$ cat src/rtl/sap2_loader_pkg.sv
// sap2_loader_pkg: shared state encoding and framing constants for the SAP-2 UART loader
package sap2_loader_pkg;
    localparam int UART_BITS = 8;
    localparam int MAX_LEN = 256;
    typedef enum logic [2:0] {IDLE, LEN, DATA, CHK, OK, FAIL} state_t;
endpackage

$ cat src/rtl/sap2_uart_rx.sv
// sap2_uart_rx: 8N1 receiver with 2-FF synchroniser, start re-check and stop-bit framing check
module sap2_uart_rx
    import sap2_loader_pkg::*;
#(
    parameter int CLK_DIV = 16
) (
    input  logic       CLK,
    input  logic       RST,
    input  logic       rx,
    output logic       rx_valid,
    output logic [7:0] rx_data,
    output logic       rx_ferr
);
    logic        s1_q, s2_q, prev_q, act_q, valid_q, ferr_q;
    logic [11:0] cnt_q, tgt_d;
    logic [3:0]  bit_q;
    logic [7:0]  sh_q;

    // bit 0 is the start bit, checked half a bit in; later bits are a full bit apart
    always_comb tgt_d = (bit_q == 4'd0) ? 12'(CLK_DIV / 2) : 12'(CLK_DIV);

    always_ff @(posedge CLK) begin
        if (RST) begin
            s1_q    <= 1'b1;
            s2_q    <= 1'b1;
            prev_q  <= 1'b1;
            act_q   <= 1'b0;
            cnt_q   <= '0;
            bit_q   <= '0;
            sh_q    <= '0;
            valid_q <= 1'b0;
            ferr_q  <= 1'b0;
        end else begin
            s1_q    <= rx;
            s2_q    <= s1_q;
            prev_q  <= s2_q;
            valid_q <= 1'b0;
            ferr_q  <= 1'b0;
            if (!act_q) begin
                if (prev_q && !s2_q) begin
                    act_q <= 1'b1;
                    cnt_q <= 12'd1;
                    bit_q <= '0;
                end
            end else if (cnt_q != tgt_d) begin
                cnt_q <= cnt_q + 12'd1;
            end else begin
                cnt_q <= 12'd1;
                bit_q <= bit_q + 4'd1;
                if (bit_q == 4'd0) act_q <= !s2_q;
                else if (bit_q < 4'(UART_BITS + 1)) sh_q <= {s2_q, sh_q[7:1]};
                else begin
                    act_q   <= 1'b0;
                    valid_q <= s2_q;
                    ferr_q  <= !s2_q;
                end
            end
        end
    end

    assign rx_valid = valid_q;
    assign rx_data  = sh_q;
    assign rx_ferr  = ferr_q;
endmodule

$ cat src/rtl/sap2_uart_loader.sv
// sap2_uart_loader: receives LEN/DATA/CHK frames over UART and writes them into SAP-2 program memory
module sap2_uart_loader
    import sap2_loader_pkg::*;
#(
    parameter int CLK_DIV = 16,
    parameter int ADDR_W  = 8
) (
    input  logic              CLK,
    input  logic              RST,
    input  logic              rx,
    input  logic              start,
    output logic              mem_we,
    output logic [ADDR_W-1:0] mem_addr,
    output logic [7:0]        mem_wdata,
    output logic              cpu_hold,
    output logic              busy,
    output logic              done,
    output logic              err
);
    localparam int DEPTH = (ADDR_W >= 8) ? MAX_LEN : (1 << ADDR_W);

    state_t            state_q;
    logic [ADDR_W-1:0] addr_q, mem_addr_q;
    logic [8:0]        cnt_q, len_d;
    logic [7:0]        sum_q, mem_wdata_q, rx_data;
    logic              rx_valid, rx_ferr, fail_d;
    logic              mem_we_q, cpu_hold_q, busy_q, done_q, err_q;

    sap2_uart_rx #(.CLK_DIV(CLK_DIV)) u_rx (
        .CLK      (CLK),
        .RST      (RST),
        .rx       (rx),
        .rx_valid (rx_valid),
        .rx_data  (rx_data),
        .rx_ferr  (rx_ferr)
    );

    always_comb begin
        len_d  = (rx_data == 8'd0) ? 9'(MAX_LEN) : {1'b0, rx_data};
        len_d  = (len_d > 9'(DEPTH)) ? 9'(DEPTH) : len_d;
        fail_d = (state_q == LEN || state_q == DATA || state_q == CHK) &&
                 (rx_ferr || (state_q == CHK && rx_valid && rx_data != sum_q));
    end

    always_ff @(posedge CLK) begin
        if (RST) begin
            state_q     <= IDLE;
            addr_q      <= '0;
            cnt_q       <= '0;
            sum_q       <= '0;
            mem_we_q    <= 1'b0;
            mem_addr_q  <= '0;
            mem_wdata_q <= '0;
            cpu_hold_q  <= 1'b0;
            busy_q      <= 1'b0;
            done_q      <= 1'b0;
            err_q       <= 1'b0;
        end else begin
            mem_we_q <= 1'b0;
            if (fail_d) begin
                state_q <= FAIL;
                err_q   <= 1'b1;
                busy_q  <= 1'b0;
            end else begin
                unique case (state_q)
                    IDLE, FAIL: if (start) begin
                        state_q    <= LEN;
                        cpu_hold_q <= 1'b1;
                        busy_q     <= 1'b1;
                        done_q     <= 1'b0;
                        err_q      <= 1'b0;
                        addr_q     <= '0;
                        sum_q      <= '0;
                    end
                    LEN: if (rx_valid) begin
                        cnt_q   <= len_d;
                        state_q <= DATA;
                    end
                    DATA: if (rx_valid) begin
                        mem_we_q    <= 1'b1;
                        mem_addr_q  <= addr_q;
                        mem_wdata_q <= rx_data;
                        sum_q       <= sum_q + rx_data;
                        addr_q      <= addr_q + ADDR_W'(1);
                        cnt_q       <= cnt_q - 9'd1;
                        if (cnt_q == 9'd1) state_q <= CHK;
                    end
                    CHK: if (rx_valid) begin
                        state_q    <= OK;
                        done_q     <= 1'b1;
                        busy_q     <= 1'b0;
                        cpu_hold_q <= 1'b0;
                    end
                    OK:      state_q <= IDLE;
                    default: state_q <= IDLE;
                endcase
            end
        end
    end

    assign mem_we    = mem_we_q;
    assign mem_addr  = mem_addr_q;
    assign mem_wdata = mem_wdata_q;
    assign cpu_hold  = cpu_hold_q;
    assign busy      = busy_q;
    assign done      = done_q;
    assign err       = err_q;
endmodule

$ cat config.mk
export PLATFORM = sky130hd
export DESIGN_NAME = sap2_uart_loader
export DESIGN_NICKNAME = d
export VERILOG_FILES = /design/src/rtl/sap2_loader_pkg.sv /design/src/rtl/sap2_uart_rx.sv /design/src/rtl/sap2_uart_loader.sv
export SDC_FILE = /design/constraint.sdc
export NUM_CORES = 1
export LEC_CHECK = 0
export CAP_MARGIN = 20
export CORE_ASPECT_RATIO = 1.5
export CORE_MARGIN = 5
export CORE_UTILIZATION = 55
export CTS_BUF_LIST = sky130_fd_sc_hd__clkbuf_2
export DETAILED_ROUTE_END_ITERATION = 16
export GPL_TIMING_DRIVEN = 0
export PLACE_DENSITY = 0.74
export SETUP_SLACK_MARGIN = 0.15
export SYNTH_ARGS = -nofsm -noshare
export SYNTH_HDL_FRONTEND = slang
export SYNTH_SLANG_ARGS = --single-unit
$ cat constraint.sdc
create_clock -name CLK -period 3.26 [get_ports CLK]
set_input_delay 0.326 -clock CLK [delete_from_list [all_inputs] [get_ports CLK]]
set_output_delay 0.326 -clock CLK [all_outputs]
set_load 0.02 [all_outputs]
### Word-level counts from Yosys, hierarchy flattened

Cells that the tools add are included.

* flip-flop bits (word level): 79

* add/sub/neg operators: 5
* $lt $le $gt $ge: 2
* eq/ne operators: 18
* multiplexer cells: 38
* bitwise gates (word level): 5
* reductions and logical operators: 31

Operator list (number)
* $mux W12: 3
* $mux W9: 4
* $pmux W8 S2: 2
* $mux W8: 3
* $mux W3: 6
* $pmux W9 S2: 1
* $reduce_and A4 Y1: 4
* $add A12 B1 Y12 const B: 1
* $mux W1: 12
* $mux W4: 3
* $ne A12 B12 Y1: 1
* $ne A3 B2 Y1 const B: 4
* $pmux W3 S4: 1
* $reduce_bool A2 Y1: 6
* $reduce_and A5 Y1: 2
* $eq A9 B1 Y1 const B: 1
* $gt A9 B9 Y1 const B: 1
* $sub A9 B1 Y9 const B: 1
* $add A8 B1 Y8 const B: 1
* $add A8 B8 Y8: 1
* $logic_not A8 Y1: 1
* $ne A2 B1 Y1 const B: 4
* $ne A8 B8 Y1: 1
* $eq A3 B2 Y1 const B: 2
* 19 further kinds: 33

### Longest topological paths before layout

Gate-level depths: netlist of the first run.

* word-level depth: 7
* depth in mapped cells: 8

### Modules after synthesis

From an unflattened synthesis of the first run, not the netlist that was laid out.

* cells, all modules: 473
* area, all modules: 4082.7 µm²

By module, submodules not included
* sap2_uart_loader: times used 1, cells each 316, area each 2720.1 µm²
* sap2_uart_rx: times used 1, cells each 157, area each 1362.6 µm²

### Worst setup path after synthesis of the first run

OpenSTA, ideal clock, no wires.

* path type: reg-to-reg
* start point: register u_rx.bit_q[0]
* end point: register u_rx.sh_q[7] (netlist: u_rx.rx_data[7])
* arrival: 1.788 ns
* data required time: 3.132 ns
* setup slack: 1.345 ns
* stages on the path, launching flop included: 8
* period minus slack after synthesis: 1.915 ns
* cell sequence: dfxtp_1 > inv_1 > ha_1 > nor3b_1 > mux2i_1 > nand4_2 > mux2i_1 > nor2_1

* longest elaborated chain between the ends: 5
* elaborated cells on any way between the ends: 7
* those cells by class: order compare (1); eq/ne (1); mux (1); bitwise (2); reduce/logical (2)

RTL lines
* start, declared: RTL line sap2_uart_rx.sv:16 `logic [3:0] bit_q;`
* start signal, assigned: RTL line sap2_uart_rx.sv:49 `bit_q <= bit_q + 4'd1;`
* $logic_not A4 Y1: RTL line sap2_uart_rx.sv:20, sap2_uart_rx.sv:50
* $mux W5: RTL line sap2_uart_rx.sv:20 `always_comb tgt_d = (bit_q == 4'd0) ? 12'(CLK_DIV / 2) : 12'(CLK_DIV);`
* $ne A12 B12 Y1: RTL line sap2_uart_rx.sv:45 `end else if (cnt_q != tgt_d) begin`
* $not A1 Y1 (no source line)
* $reduce_and A4 Y1 (no source line) *
* end signal, assigned: RTL line sap2_uart_rx.sv:51 `else if (bit_q < 4'(UART_BITS + 1)) sh_q <= {s2_q, sh_q[7:1]};`
* end, declared: RTL line sap2_uart_rx.sv:17 `logic [7:0] sh_q;`

Every way passes the cells marked *; elsewhere a longest branch is shown, timed or not.
A chain may end at the register's enable or synchronous reset.

### Worst setup path in the final report of the first run

* start point: register u_rx.bit_q[0]
* end point: register u_rx.sh_q[4] (netlist: u_rx.rx_data[4])

The elaborated chain is that of the path after synthesis.

==> insert_results.sql, run 1 <==
INSERT INTO impl_metrics (metric_group, metric, value, unit) VALUES
('grt', 'grt_overflow_total', '0', ''),
('clock_tree', 'clock-sinks', '79', ''),
('worst_setup_path', 'setup.worst_path.end_class', 'flop', ''),
('pwr', 'p_sw', '0.000426', 'W'),
('worst_setup_path', 'crit_slowest_cell', 'sky130_fd_sc_hd__mux2i_1', ''),
('place', 'place.detailed.hpwl', '6700', 'µm'),
('grt', 'grt_pass1_wl', '15600', 'µm'),
('timing', 'clock.fmax', '0.422', 'GHz'),
('floorplan', 'die_extent_in_y', '113', 'µm'),
('drt', 'topRoutingLayerUsed', 'met4', ''),
('place', 'number_of_buffer_cells_added_on_primary_ports', '23', ''),
('clock_tree', 'numCtsBuffers', '9', ''),
('final_layout', 'n_antenna_cell', '0', ''),
('final_layout', 'sequential_area', '1580', 'µm²'),
('final_layout', 'nNetsFinal', '526', ''),
('drt', 'dr_total_vias', '3621', ''),
('floorplan', 'rows', '37', ''),
('clock_tree', 'cts_root_buf', 'sky130_fd_sc_hd__clkbuf_2', ''),
('floorplan', 'top_level_ports', '25', ''),
('timing', 'hold_violations', '0', ''),
('pwr', 'cellPowerDensity', '374', 'nW/µm²'),
('place', 'gp_congestion', '0.986', ''),
('worst_setup_path', 'required', '3.70', 'ns'),
('drt', 'avgViaCountPerCell', '6.14', ''),
('timing', 'tightest_slew', '0.826', 'ns'),
('clock_tree', 'buffers_inserted_during_post_cts_setup_optimization', '0', ''),
('timing', 'grt_setup_unrepaired', 'false', ''),
('pwr', 'power.static_leakage', '1.60', 'nW'),
('synth', 'ys.warnings.count', '0', ''),
('clock_tree', 'clockBufferDepth', '2', ''),
('synth', 'post_synth_mux_area_share', '0.0258', ''),
('clock_tree', 'cts_hold_buffers', '0', ''),
('synth', 'synth_cells', '473', ''),
('synth', 'synth-simple-area-share', '0.234', ''),
('drt', 'wl_met1', '3830', 'µm'),
('synth', 'mappedNetlistArea', '3880', 'µm²'),
('synth', 'syn_avg_cell_area', '8.21', 'µm²'),
('grt', 'grt_start_max_net_pins', '14', ''),
('drt', 'drt_iter0_markers', '238', ''),
('clock_tree', 'htreeDepth', '3', ''),
('synth', 'synth_top_family_by_area', 'simple AND/OR/NAND/NOR gates', ''),
('final_layout', 'nFillCells', '645', ''),
('pwr', 'power.share.sequential', '0.610', ''),
('drt', 'drtAntennaViolNets', '0', ''),
('pwr', 'internal-power', '0.00119', 'W'),
('synth', 'syn_nets', '492', ''),
('worst_setup_path', 'setup.worst_path.class', 'flop to flop', ''),
('drt', 'drc', '0', ''),
('worst_setup_path', 'crit_arrival', '2.81', 'ns'),
('drt', 'avgRoutedWirePerCell', '15.8', 'µm'),
('floorplan', 'coreArea', '6900', 'µm²'),
('drt', 'post_detailed_routing_wire_length', '9330', 'µm'),
('drt', 'drt_first_pass_iters', '5', ''),
('drt', 'met2WireLength', '4750', 'µm'),
('clock_tree', 'cts_tree', 'yes', ''),
('timing', 'slew_viol_final', '0', ''),
('floorplan', 'initial_cell_density_of_the_core', '0.563', ''),
('synth', 'post_synthesis_share_of_cell_area_spent_on_xor_and_xnor_gates', '0.0293', ''),
('synth', 'yosysSeqAreaShare', '0.407', ''),
('clock_tree', 'clk_latency', '0.54', 'ns'),
('timing', 'layout_min_cycle_time', '2.37', 'ns'),
('timing', 'setup_total_negative_slack', '0', 'ns'),
('worst_setup_path', 'critPathMostFrequentCell', 'sky130_fd_sc_hd__mux2i_1', ''),
('grt', 'groute.usage.overall', '0.220', ''),
('worst_hold_path', 'min-delay-path-class', 'primary input to flop', ''),
('clock_tree', 'cts-resized-gates', '0', ''),
('status', 'run_status', 'completed', ''),
('synth', 'ys_dominant_reg_cell', 'sky130_fd_sc_hd__dfxtp_1', ''),
('timing', 'timing.final.setup_violations', '0', ''),
('final_layout', 'synthToLayoutAreaGrowth', '11.3', '%'),
('synth', 'synth_fa_ha_area_frac', '0.0503', '');
-- metrics by stage --
step | area [µm²] | setup slack [ns] | power [W] | instances | hold slack, ns
2_1_floorplan | 3880 | 1.34 | 0.00108 | 473 | 0.389
3_3_place_gp | 4210 | 1.01 | 0.00112 | 574 | 0.397
3_5_place_dp | 4210 | 0.916 | 0.00112 | 574 | 0.393
4_1_cts | 4320 | 0.902 | 0.00164 | 590 | 0.156
5_1_grt | 4320 | 0.720 | 0.00169 | 590 | 0.165
6_report | 4320 | 0.888 | 0.00162 | 590 | 0.187
-- registers in the layout, indices dropped and copies added, names as in the netlist, 3 cells and up --
register,flops
state_q,3
u_rx.rx_data,8
u_rx.bit_q,4
u_rx.cnt_q,12
addr_q,8
mem_addr,8
cnt_q,9
sum_q,8
mem_wdata,8
-- cells in the final DEF (no fill, tap or decap), types with 2 or more instances in the layout --
master                            count
sky130_fd_sc_hd__or4_1                4
sky130_fd_sc_hd__a21o_1               3
sky130_fd_sc_hd__inv_1               13
sky130_fd_sc_hd__nor2_1              38
sky130_fd_sc_hd__o22ai_1              2
sky130_fd_sc_hd__nor3_1               7
sky130_fd_sc_hd__clkbuf_1            15
sky130_fd_sc_hd__o211ai_1             6
sky130_fd_sc_hd__buf_4                2
sky130_fd_sc_hd__a311oi_1             2
sky130_fd_sc_hd__nand2_1             66
sky130_fd_sc_hd__o21bai_1             3
sky130_fd_sc_hd__dfxtp_1             79
sky130_fd_sc_hd__nand3_1             11
sky130_fd_sc_hd__nor4_1              10
sky130_fd_sc_hd__nor2b_1              2
sky130_fd_sc_hd__o21ai_0             25
sky130_fd_sc_hd__and3_1               6
sky130_fd_sc_hd__clkinv_1             2
sky130_fd_sc_hd__xnor2_1              5
sky130_fd_sc_hd__clkbuf_2            11
sky130_fd_sc_hd__clkdlybuf4s50_1     23
sky130_fd_sc_hd__nand3b_1             2
sky130_fd_sc_hd__ha_1                14
sky130_fd_sc_hd__xor2_1               8
sky130_fd_sc_hd__mux2i_1             10
sky130_fd_sc_hd__nand2b_1            12
sky130_fd_sc_hd__a31oi_1             10
sky130_fd_sc_hd__a211oi_1             9
sky130_fd_sc_hd__and2_1               4
sky130_fd_sc_hd__or2_2                3
sky130_fd_sc_hd__nand4_1              4
sky130_fd_sc_hd__or3_1                5
sky130_fd_sc_hd__nor3b_1              4
sky130_fd_sc_hd__a21oi_1             52
sky130_fd_sc_hd__clkinv_2             2
sky130_fd_sc_hd__o31ai_1              3
sky130_fd_sc_hd__buf_2                4
sky130_fd_sc_hd__o2111ai_1            5
-- synthesized netlist by cell type (3+ instances only) --
library cell                 n  area share
sky130_fd_sc_hd__a211oi_1    9       0.017
sky130_fd_sc_hd__a21o_1      3      0.0058
sky130_fd_sc_hd__a21oi_1    52       0.067
sky130_fd_sc_hd__a31oi_1    10       0.016
sky130_fd_sc_hd__and2_1      4      0.0064
sky130_fd_sc_hd__and3_1      6      0.0097
sky130_fd_sc_hd__buf_2       4      0.0052
sky130_fd_sc_hd__clkbuf_1   15       0.014
sky130_fd_sc_hd__dfxtp_1    79        0.41
sky130_fd_sc_hd__ha_1       14       0.045
sky130_fd_sc_hd__inv_1      13       0.013
sky130_fd_sc_hd__mux2i_1    10       0.026
sky130_fd_sc_hd__nand2_1    66       0.064
sky130_fd_sc_hd__nand2b_1   12       0.019
sky130_fd_sc_hd__nand3_1    11       0.014
sky130_fd_sc_hd__nand4_1     4      0.0064
sky130_fd_sc_hd__nor2_1     38       0.037
sky130_fd_sc_hd__nor3_1      7      0.0090
sky130_fd_sc_hd__nor3b_1     4      0.0077
sky130_fd_sc_hd__nor4_1     10       0.016
sky130_fd_sc_hd__o2111ai_1   5       0.011
sky130_fd_sc_hd__o211ai_1    6       0.012
sky130_fd_sc_hd__o21ai_0    25       0.032
sky130_fd_sc_hd__o21bai_1    3      0.0058
sky130_fd_sc_hd__o31ai_1     3      0.0058
sky130_fd_sc_hd__or2_2       3      0.0048
sky130_fd_sc_hd__or3_1       5      0.0081
sky130_fd_sc_hd__or4_1       4      0.0077
sky130_fd_sc_hd__xnor2_1     5       0.011
sky130_fd_sc_hd__xor2_1      8       0.018
-- power by group through the flow --
stage,Sequential (W),Clock (W),Combinational [W]
after floorplan,0.00101,0,0.0000755
after global placement,0.00101,0,0.000110
after detailed placement,0.00101,0,0.000112
after CTS,0.000987,0.000538,0.000113
after global routing,0.000990,0.000579,0.000124
final,0.000987,0.000519,0.000113
-- final timing paths --
path | start | end | slack [ns] | depth (start not counted)
max | u_rx.bit_q[0] | u_rx.rx_data[4] | 0.89 | 7
min | RST | mem_we | 0.19 | 2
max reg2reg | u_rx.bit_q[0] | u_rx.rx_data[4] | 0.89 | 7
min reg2reg | u_rx.s1_q | u_rx.s2_q | 0.43 | 1
-- cell type report --
type                       instances  share of cell area
buffer                            24              0.0258
tap                               78              0.0226
timing repair buffer              23              0.0533
clock buffer                      10              0.0116
multi-input combinational        356               0.495
sequential                        79               0.366
clock inverter                     6              0.0139
inverter                          14              0.0122
-- routing by layer --
layer  vias to the layer above  global-route usage
met5                         -                   0
met4                         0               0.111
met2                       115               0.385
li1                       1771                   -
met3                        26              0.0541
met1                      1709               0.246
-- logic make-up (layout without fill, tap and decap cells) --
kind of cell,count (synthesis),count (layout)
buffers and inverters,38,77
AOI/OAI and AO/OA,133,133
and+or+nand+nor,185,185
xor gates and xnor gates,13,13
adders and majority gates,15,15
DFF,79,79
muxes,10,10
Note: power is estimated with default switching activity, not from simulation.
==> inputs of run 2 (changes only) <==
Clock period 3.26 ns to 2.31 ns, I/O delays scaled along.
==> run 2 against run 1 <==
Against the previous run: worst setup slack worse by 0.62 ns; critical endpoint is now sum_q[7]; critical path depth fell by 1; clock power grew 42%; fmax up 16%.
==> insert_results.sql, run 2 (synthesized netlist as in run 1, its figures left out) <==
INSERT INTO impl_metrics (metric_group, metric, value, unit) VALUES
('clock_tree', 'htreeDepth', '3', ''),
('pwr', 'worst_ir_drop_vdd', '0.000360', 'V'),
('timing', 'grt_setup_unrepaired', 'false', ''),
('grt', 'grt_antenna_before_repair', '0', ''),
('floorplan', 'coreArea', '6900', 'µm²'),
('timing', 'slew_viol_final', '0', ''),
('timing', 'hold_violations', '0', ''),
('clock_tree', 'numCtsBuffers', '9', ''),
('place', 'gp_congestion', '0.986', ''),
('grt', 'groute.usage.overall', '0.221', ''),
('final_layout', 'nFillCells', '635', ''),
('grt', 'grt_pass1_wl', '15700', 'µm'),
('status', 'run_status', 'completed', ''),
('timing', 'worst_slew_margin_rel', '0.603', ''),
('timing', 'clock.fmax', '0.490', 'GHz'),
('final_layout', 'layout.cells.most_common', 'sky130_fd_sc_hd__dfxtp_1', ''),
('floorplan', 'top_level_ports', '25', ''),
('floorplan', 'die_area', '8880', 'µm²'),
('worst_setup_path', 'required', '2.82', 'ns'),
('final_layout', 'top_regs', 'u_rx.cnt_q x12, cnt_q x9', ''),
('drt', 'avgViaCountPerCell', '6.14', ''),
('worst_setup_path', 'worstSetupStartpointType', 'flop', ''),
('final_layout', 'registers.top_by_ff_count', 'u_rx.cnt_q', ''),
('final_layout', 'n_antenna_cell', '0', ''),
('clock_tree', 'clock-sinks', '79', ''),
('drt', 'drt_iter0_markers', '213', ''),
('final_layout', 'nNetsFinal', '528', ''),
('floorplan', 'die_extent_in_y', '113', 'µm'),
('grt', 'grt_overflow_total', '0', ''),
('worst_setup_path', 'setup.worst_path.end_class', 'flop', ''),
('drt', 'dr_total_vias', '3632', ''),
('clock_tree', 'cts.clk_slew.worst_paths', '0.21', 'ns'),
('pwr', 'power.total', '0.00229', 'W'),
('timing', 'tightest_slew', '0.596', 'ns'),
('worst_hold_path', 'min-delay-path-class', 'primary input to flop', ''),
('grt', 'grt_pass1_vias', '3455', ''),
('drt', 'post_detailed_routing_wire_length', '9340', 'µm'),
('clock_tree', 'clk_latency', '0.55', 'ns'),
('timing', 'layout_min_cycle_time', '2.04', 'ns'),
('floorplan', 'rows', '37', ''),
('clock_tree', 'cts_tree', 'yes', ''),
('drt', 'avgRoutedWirePerCell', '15.8', 'µm'),
('timing', 'final.setup.worst_slack', '0.269', 'ns'),
('final_layout', 'leading_cell_types_in_the_layout_fill_and_taps_excluded', 'sky130_fd_sc_hd__dfxtp_1 (78), sky130_fd_sc_hd__nand2_1 (66), sky130_fd_sc_hd__a21oi_1 (52), sky130_fd_sc_hd__nor2_1 (38), sky130_fd_sc_hd__o21ai_0 (24)', ''),
('clock_tree', 'clockBufferDepth', '2', ''),
('timing', 'clock-skew-final', '0.0233', 'ns'),
('timing', 'timing.final.setup_violations', '0', ''),
('floorplan', 'die_w', '78.6', 'µm'),
('final_layout', 'synthToLayoutAreaGrowth', '12.6', '%'),
('place', 'place_worst_setup_slack', '-0.0344', 'ns'),
('timing', 'timing.final.crit_share', '0.884', ''),
('floorplan', 'initial_cell_density_of_the_core', '0.563', ''),
('place', 'number_of_buffer_cells_added_on_primary_ports', '23', ''),
('grt', 'grt_start_max_net_pins', '14', ''),
('pwr', 'cellPowerDensity', '524', 'nW/µm²'),
('final_layout', 'largest_register_ffs', '12', ''),
('final_layout', 'fraction_of_layout_cells_with_a_size_suffix_above_1', '0.0739', ''),
('drt', 'drt_first_pass_iters', '6', ''),
('final_layout', 'final_util', '0.634', ''),
('worst_setup_path', 'setup.worst_path.class', 'flop to flop', ''),
('worst_setup_path', 'crit_arrival', '2.55', 'ns'),
('clock_tree', 'cts_root_buf', 'sky130_fd_sc_hd__clkbuf_2', ''),
('drt', 'drc', '0', ''),
('worst_setup_path', 'worst-path-max-fanout', '6', ''),
('place', 'place.detailed.hpwl', '6700', 'µm'),
('job', 'drv_cap', '0', ''),
('drt', 'drtAntennaViolNets', '0', ''),
('pwr', 'power.static_leakage', '1.62', 'nW');
run 2: cell count changes in the layout (fill, tap and decap cells not counted), sizes merged:
cell	previous run	this run
buf	8	10
run 2: per-stage QoR:
step           hold WS (ns)  cells  cell area [µm²]  TNS (ns)
6_report             0.0820    592             4370         0
3_3_place_gp          0.397    574             4210         0
5_1_grt              0.0695    592             4370         0
2_1_floorplan         0.335    473             3880         0
4_1_cts              0.0614    592             4350         0
3_5_place_dp          0.393    574             4210    -0.140
run 2: final timing paths:
path,start,to,slack (ns),depth (start not counted)
max,u_rx.rx_data[2],sum_q[7],0.27,6
min,RST,mem_we,0.08,2
min reg2reg,u_rx.s1_q,u_rx.s2_q,0.43,1
max reg2reg,u_rx.rx_data[2],sum_q[7],0.27,6
run 2: timing repair:
item / CTS / global route
resized for setup: 3 / 5
buffers inserted: 2 / 0
setup endpoints to repair: 22 / 17
hold buffers: 0 / 0
run 2: power by group:
part	internal, W	switching [W]
combinational	0.0000536	0.000110
sequential	0.00138	0.0000129
clock	0.000251	0.000486
run 2: metal layers:
layer / routed length, µm / up-vias / share of wire / track usage
met5: 0 / - / 0 / 0
met1: 3820 / 1723 / 0.41 / 0.248
met4: 248 / 0 / 0.027 / 0.110
met2: 4830 / 109 / 0.52 / 0.387
met3: 436 / 27 / 0.047 / 0.0525
li1: - / 1773 / - / -
run 2: worst max-delay path, stage by stage (launching register included):
cell and delay (ns):
sky130_fd_sc_hd__dfxtp_1 0.52, sky130_fd_sc_hd__ha_1 0.36, sky130_fd_sc_hd__o21ai_0 0.26, sky130_fd_sc_hd__o21bai_1 0.12, sky130_fd_sc_hd__o31ai_1 0.32, sky130_fd_sc_hd__mux2i_1 0.25
sky130_fd_sc_hd__o32a_1 0.17
run 2: cell type report:
class | count | area, µm² | share of cell area
timing repair buffer | 25 | 245 | 0.0561
clock inverter | 6 | 60.1 | 0.0137
clock buffer | 10 | 50.0 | 0.0114
tap | 78 | 97.6 | 0.0223
multi-input combinational | 356 | 2170 | 0.497
inverter | 14 | 52.6 | 0.0120
sequential | 79 | 1580 | 0.362
buffer | 24 | 111 | 0.0255
